**config.mk**
```make
export PLATFORM = sky130hd
export DESIGN_NAME = dcache_line_fetcher
export DESIGN_NICKNAME = d
export VERILOG_FILES = /design/src/rtl/dcache_line_fetcher_pkg.sv /design/src/rtl/dcache_line_fetcher.sv
export SDC_FILE = /design/constraint.sdc
export NUM_CORES = 1
export LEC_CHECK = 0
export CORE_AREA = 2 2 251 253
export CTS_BUF_LIST = sky130_fd_sc_hd__clkbuf_4
export DETAILED_ROUTE_END_ITERATION = 10
export DIE_AREA = 0 0 253 255
export MAX_ROUTING_LAYER = met4
export REMOVE_ABC_BUFFERS = 1
export SYNTH_ARGS = -nofsm -noshare
export SYNTH_HDL_FRONTEND = slang
export SYNTH_SLANG_ARGS = --single-unit
```
**constraint.sdc**
```tcl
create_clock -name clk_i -period 2.1 [get_ports clk_i]
set_input_delay 0.42 -clock clk_i [delete_from_list [all_inputs] [get_ports clk_i]]
set_output_delay 0.42 -clock clk_i [all_outputs]
set_load 0.02 [all_outputs]
```
**src/rtl/dcache_line_fetcher_pkg.sv**
```systemverilog
// Shared types and constants for the dcache line fetcher.
package dcache_line_fetcher_pkg;

    localparam int ADDR_WIDTH       = 32;
    localparam int LINE_BYTES       = 16;
    localparam int LINE_WIDTH       = 8 * LINE_BYTES;
    localparam int LINE_OFFSET_BITS = $clog2(LINE_BYTES);

    typedef logic [LINE_WIDTH-1:0] line_t;

    typedef enum logic [2:0] {
        IDLE    = 3'd0,
        WB_REQ  = 3'd1,
        WB_WAIT = 3'd2,
        RF_REQ  = 3'd3,
        RF_WAIT = 3'd4,
        RESP    = 3'd5
    } line_fetch_state_e;

    // Clears the byte-offset bits so the address names a whole line.
    function automatic logic [ADDR_WIDTH-1:0] line_align(input logic [ADDR_WIDTH-1:0] addr);
        return {addr[ADDR_WIDTH-1:LINE_OFFSET_BITS], {LINE_OFFSET_BITS{1'b0}}};
    endfunction

endpackage

```
**src/rtl/dcache_line_fetcher.sv**
```systemverilog
// Data cache line fetcher: optional dirty-victim writeback, then line refill.
//
// state   | meaning
// --------+-----------------------------------------------------------
// IDLE    | ready for a miss command
// WB_REQ  | victim write request held on the memory port until gnt
// WB_WAIT | waiting for the write acknowledge (rvalid)
// RF_REQ  | refill read request held on the memory port until gnt
// RF_WAIT | waiting for read data (rvalid)
// RESP    | one-cycle fill pulse to the controller
module dcache_line_fetcher
    import dcache_line_fetcher_pkg::*;
(
    input  logic                  clk_i,
    input  logic                  rst_i,
    input  logic                  miss_valid_i,
    output logic                  miss_ready_o,
    input  logic [ADDR_WIDTH-1:0] miss_addr_i,
    input  logic                  evict_dirty_i,
    input  logic [ADDR_WIDTH-1:0] evict_addr_i,
    input  line_t                 evict_data_i,
    output logic                  fill_valid_o,
    output logic [ADDR_WIDTH-1:0] fill_addr_o,
    output line_t                 fill_data_o,
    output logic                  busy_o,
    output logic                  protocol_err_o,
    output logic                  mem_req_o,
    output logic                  mem_we_o,
    output logic [ADDR_WIDTH-1:0] mem_addr_o,
    output line_t                 mem_wdata_o,
    input  logic                  mem_gnt_i,
    input  logic                  mem_rvalid_i,
    input  line_t                 mem_rdata_i
);

    line_fetch_state_e     state_q, state_d;
    logic                  capture;
    logic                  rvalid_in_wait;
    logic [ADDR_WIDTH-1:0] miss_addr_q;
    logic [ADDR_WIDTH-1:0] evict_addr_q;
    line_t                 evict_data_q;
    line_t                 fill_data_q;
    logic                  protocol_err_q;

    assign rvalid_in_wait = (state_q == WB_WAIT) || (state_q == RF_WAIT);

    // Next-state decode; capture flags acceptance of a miss command.
    always_comb begin
        state_d = state_q;
        capture = 1'b0;
        case (state_q)
            IDLE: begin
                if (miss_valid_i) begin
                    capture = 1'b1;
                    state_d = evict_dirty_i ? WB_REQ : RF_REQ;
                end
            end
            WB_REQ:  if (mem_gnt_i)    state_d = WB_WAIT;
            WB_WAIT: if (mem_rvalid_i) state_d = RF_REQ;
            RF_REQ:  if (mem_gnt_i)    state_d = RF_WAIT;
            RF_WAIT: if (mem_rvalid_i) state_d = RESP;
            RESP:                      state_d = IDLE;
            default:                   state_d = IDLE;
        endcase
    end

    // State register.
    always_ff @(posedge clk_i or negedge rst_i) begin
        if (!rst_i) state_q <= IDLE;
        else        state_q <= state_d;
    end

    // Command capture; addresses are stored line-aligned.
    always_ff @(posedge clk_i or negedge rst_i) begin
        if (!rst_i) begin
            miss_addr_q  <= '0;
            evict_addr_q <= '0;
            evict_data_q <= '0;
        end else if (capture) begin
            miss_addr_q  <= line_align(miss_addr_i);
            evict_addr_q <= line_align(evict_addr_i);
            evict_data_q <= evict_data_i;
        end
    end

    // Refill data holds until the next refill completes.
    always_ff @(posedge clk_i or negedge rst_i) begin
        if (!rst_i)                                    fill_data_q <= '0;
        else if (state_q == RF_WAIT && mem_rvalid_i)   fill_data_q <= mem_rdata_i;
    end

    // Sticky flag for a response arriving when nothing is outstanding.
    always_ff @(posedge clk_i or negedge rst_i) begin
        if (!rst_i)                               protocol_err_q <= 1'b0;
        else if (mem_rvalid_i && !rvalid_in_wait) protocol_err_q <= 1'b1;
    end

    // Moore outputs: only state and registers feed the ports.
    assign miss_ready_o   = (state_q == IDLE);
    assign busy_o         = (state_q != IDLE);
    assign mem_req_o      = (state_q == WB_REQ) || (state_q == RF_REQ);
    assign mem_we_o       = (state_q == WB_REQ);
    assign mem_addr_o     = (state_q == WB_REQ) ? evict_addr_q :
                            (state_q == RF_REQ) ? miss_addr_q  : '0;
    assign mem_wdata_o    = (state_q == WB_REQ) ? evict_data_q : '0;
    assign fill_valid_o   = (state_q == RESP);
    assign fill_addr_o    = (state_q == RESP) ? miss_addr_q : '0;
    assign fill_data_o    = fill_data_q;
    assign protocol_err_o = protocol_err_q;

endmodule
```
==> impl_metrics.env <==
export IMPL_status="finished, violations left"
export IMPL_violations="negative setup slack"
export IMPL_antenna_found_initial=5
export IMPL_routed_via_density=4.12
export IMPL_fin_ws_ns=-0.602
export IMPL_crit_arrival_ns=2.28
export IMPL_ios=652
export IMPL_cts_htree_levels=3
export IMPL_grt_pass1_vias=11400
export IMPL_rsz0062_at_grt="true"
export IMPL_wire_per_inst_um=18.3
export IMPL_die_x_um=253
export IMPL_finalSetupViolations=318
export IMPL_layout_commonest_cell="clkdlybuf4s50_1"
export IMPL_core_area_mm2=0.0622
export IMPL_finClkSkew_ns=0.0476
export IMPL_rrSetupSlack_ns=0.10
export IMPL_drc_errors=0
export IMPL_hold_class="in -> reg"
export IMPL_p_total_uw=33400
export IMPL_synth_compound_area_share_pct=0.327
export IMPL_vdd_ir_drop_max_mv=0.834
export IMPL_avgSynthCellArea_um2=14.4
export IMPL_drtIter0Drc=244
export IMPL_die_area_mm2=0.0645
export IMPL_regArea_mm2=0.00791
export IMPL_synth_cell_types=27
export IMPL_die_h_um=255
export IMPL_clkSinkCount=316
export IMPL_ys_seq_area_share_pct=59.1
export IMPL_hold_viol=0
export IMPL_postRouteAntennaNets=0
export IMPL_synthAdderAreaFrac_pct=0
export IMPL_final_min_clock_period_ns=2.70
export IMPL_area_delta_synth_final_pct=70.9
export IMPL_layout_common_cells="clkdlybuf4s50_1 (445), dfrtp_1 (315), mux2_2 (234)"
export IMPL_n_fill_cell=6025
export IMPL_cp_end_kind="output pin"
export IMPL_cts_buffer_depth=3
export IMPL_io_buffer_count=635
export IMPL_initial_core_util_pct=21.5
export IMPL_clk_pin_slew_ns=0.06
export IMPL_rows=92
export IMPL_synth_area_mm2=0.0134
export IMPL_drive_above_1_share_pct=41.9
export IMPL_crit_path_max_fanout=6
export IMPL_synthXorXnorAreaFrac_pct=0.0654
export IMPL_preCtsSetupSlack_ns=-0.262
export IMPL_synth_simple_gate_area_share_pct=8.76
export IMPL_multi_input_area_mm2=0.00532
export IMPL_yosys_register_bits=316
export IMPL_cts_made_buffers=90
export IMPL_yosysWarnings=0
export IMPL_finalCritPeriodShare_pct=129
export IMPL_power_density_mw_per_mm2=1460
export IMPL_track_usage_pct=13.8
export IMPL_grt_start_max_net_pins=71
export IMPL_syn_instance_count=932
export IMPL_worstSetupStartpointType="flop"
export IMPL_vias=10500
export IMPL_max_cap_viol_count=0
export IMPL_fin_nets=2009
export IMPL_whs_ns=0.232
export IMPL_leakagePower_uw=0.0101
export IMPL_synth_top_family_by_area="multiplexers"
export IMPL_grt_pass1_wl_mm=65.9
export IMPL_cp_required_ns=1.68
export IMPL_first_pass_iters=4
export IMPL_drt_total_wl_mm=46.7
export IMPL_root_buffer="clkbuf_4"
export IMPL_clock_fmax_ghz=0.370
export IMPL_place_congestion=0.806
export IMPL_drv_slew=0
export IMPL_clock_latency_ns=0.79
export IMPL_place_hpwl_mm=31.6
export IMPL_synth_mux_area_share_pct=28.4
export IMPL_criticalPathCategory="reg -> out"
export IMPL_cts_tree="yes"
export IMPL_grt_ovfl_total=0
==> critical path, cell delays in order (launching register included) <==
cell	delay, ns
dfrtp_1	0.42
nor3b_4	0.24
buf_12	0.15
buf_16	0.14
buf_4	0.13
clkbuf_16	0.14
and2_1	0.15
buf_6	0.12
==> report_power, final <==
part | switching [uW] | internal [uW]
clock | 2730 | 2800
combinational | 7690 | 9320
sequential | 1720 | 9150
total | 12100 | 21300
==> registers in the layout (all words and copies together), names as in the netlist <==
signal / count
evict_data_q: 128
fill_data_o: 128
evict_addr_q: 28
miss_addr_q: 28
state_q: 3
protocol_err_o: 1
==> cell usage after synthesis <==
cell type / number / area share (%)
nor4b_2: 1 / 0.11
and3b_1: 1 / 0.065
o21ai_0: 1 / 0.037
xor2_1: 1 / 0.065
buf_4: 30 / 1.7
buf_6: 7 / 0.59
a21oi_1: 3 / 0.11
nor3b_1: 1 / 0.056
nor2_1: 29 / 0.81
o22ai_1: 1 / 0.047
mux2_2: 234 / 20
conb_1: 1 / 0.028
buf_2: 13 / 0.49
or3_1: 1 / 0.047
nand2_1: 1 / 0.028
mux2i_1: 28 / 2.1
nand2b_1: 2 / 0.093
clkbuf_1: 18 / 0.50
dfrtp_1: 316 / 59
and4bb_1: 1 / 0.093
nor3b_2: 1 / 0.093
a31o_2: 1 / 0.065
mux2_1: 79 / 6.6
inv_1: 3 / 0.084
and2_1: 156 / 7.3
or3b_2: 1 / 0.065
a211o_1: 1 / 0.065
==> what timing repair did <==
action,CTS,global route
pin swaps,2,40
hold endpoints to repair,316,0
hold buffers,2,0
setup buffers,3,14
setup endpoints to repair,318,319
cloned,5,9
gates resized for setup,752,362
==> cell type report <==
class,count,share of cell area (%)
clock inverters,32,0.755
diodes,8,0.0875
flip-flops and latches,316,34.6
multi-input cells,552,23.2
repair buffers,720,32.9
inverters,3,0.0492
well taps,799,4.37
clock buffers,121,3.97
==> final timing paths <==
check / startpoint / end / cells past startpoint
worst max register to register: state_q[1] / evict_data_q[35] / 5
worst min-delay path: evict_data_i[44] / evict_data_q[44] / 2
worst max-delay path: state_q[2] / mem_wdata_o[126] / 7
min in group asynchronous: rst_i / fill_data_o[113] / 3
max in group asynchronous: rst_i / evict_data_q[41] / 4
worst min register to register: evict_data_q[94] / evict_data_q[94] / 1
==> cell families (layout without fill, tap and decap cells) <==
group	count (synthesis)	in the layout
buffers and inverters	71	876
xor gates and xnor gates	1	1
DFF	316	316
AOI/OAI and AO/OA	7	7
and+or+nand+nor	195	195
other	1	16
muxes	341	341
==> stage by stage <==
step | utilization (%) | TNS (ns) | std cells | instance area [um^2]
2_1_floorplan | - | -2566.84 | 871 | 13000
3_3_place_gp | 33.7 | -41.31 | 2357 | 21000
3_5_place_dp | 33.7 | -47.41 | 2357 | 21000
4_1_cts | 35.7 | -163.37 | 2520 | 22200
5_1_grt | 36.8 | -164.45 | 2548 | 22900
6_report | 36.8 | -103.19 | 2551 | 22900
==> metal layers <==
| metal | GRT usage [%] | wire, um | vias up |
|---|---|---|---|
| li1 | - | - | 4744 |
| met1 | 14.5 | 17300 | 5171 |
| met2 | 22.8 | 23400 | 486 |
| met3 | 5.47 | 4140 | 107 |
| met4 | 6.83 | 1760 | 0 |
| met5 | - | 0 | - |
Power figures use the tool's default switching activity.
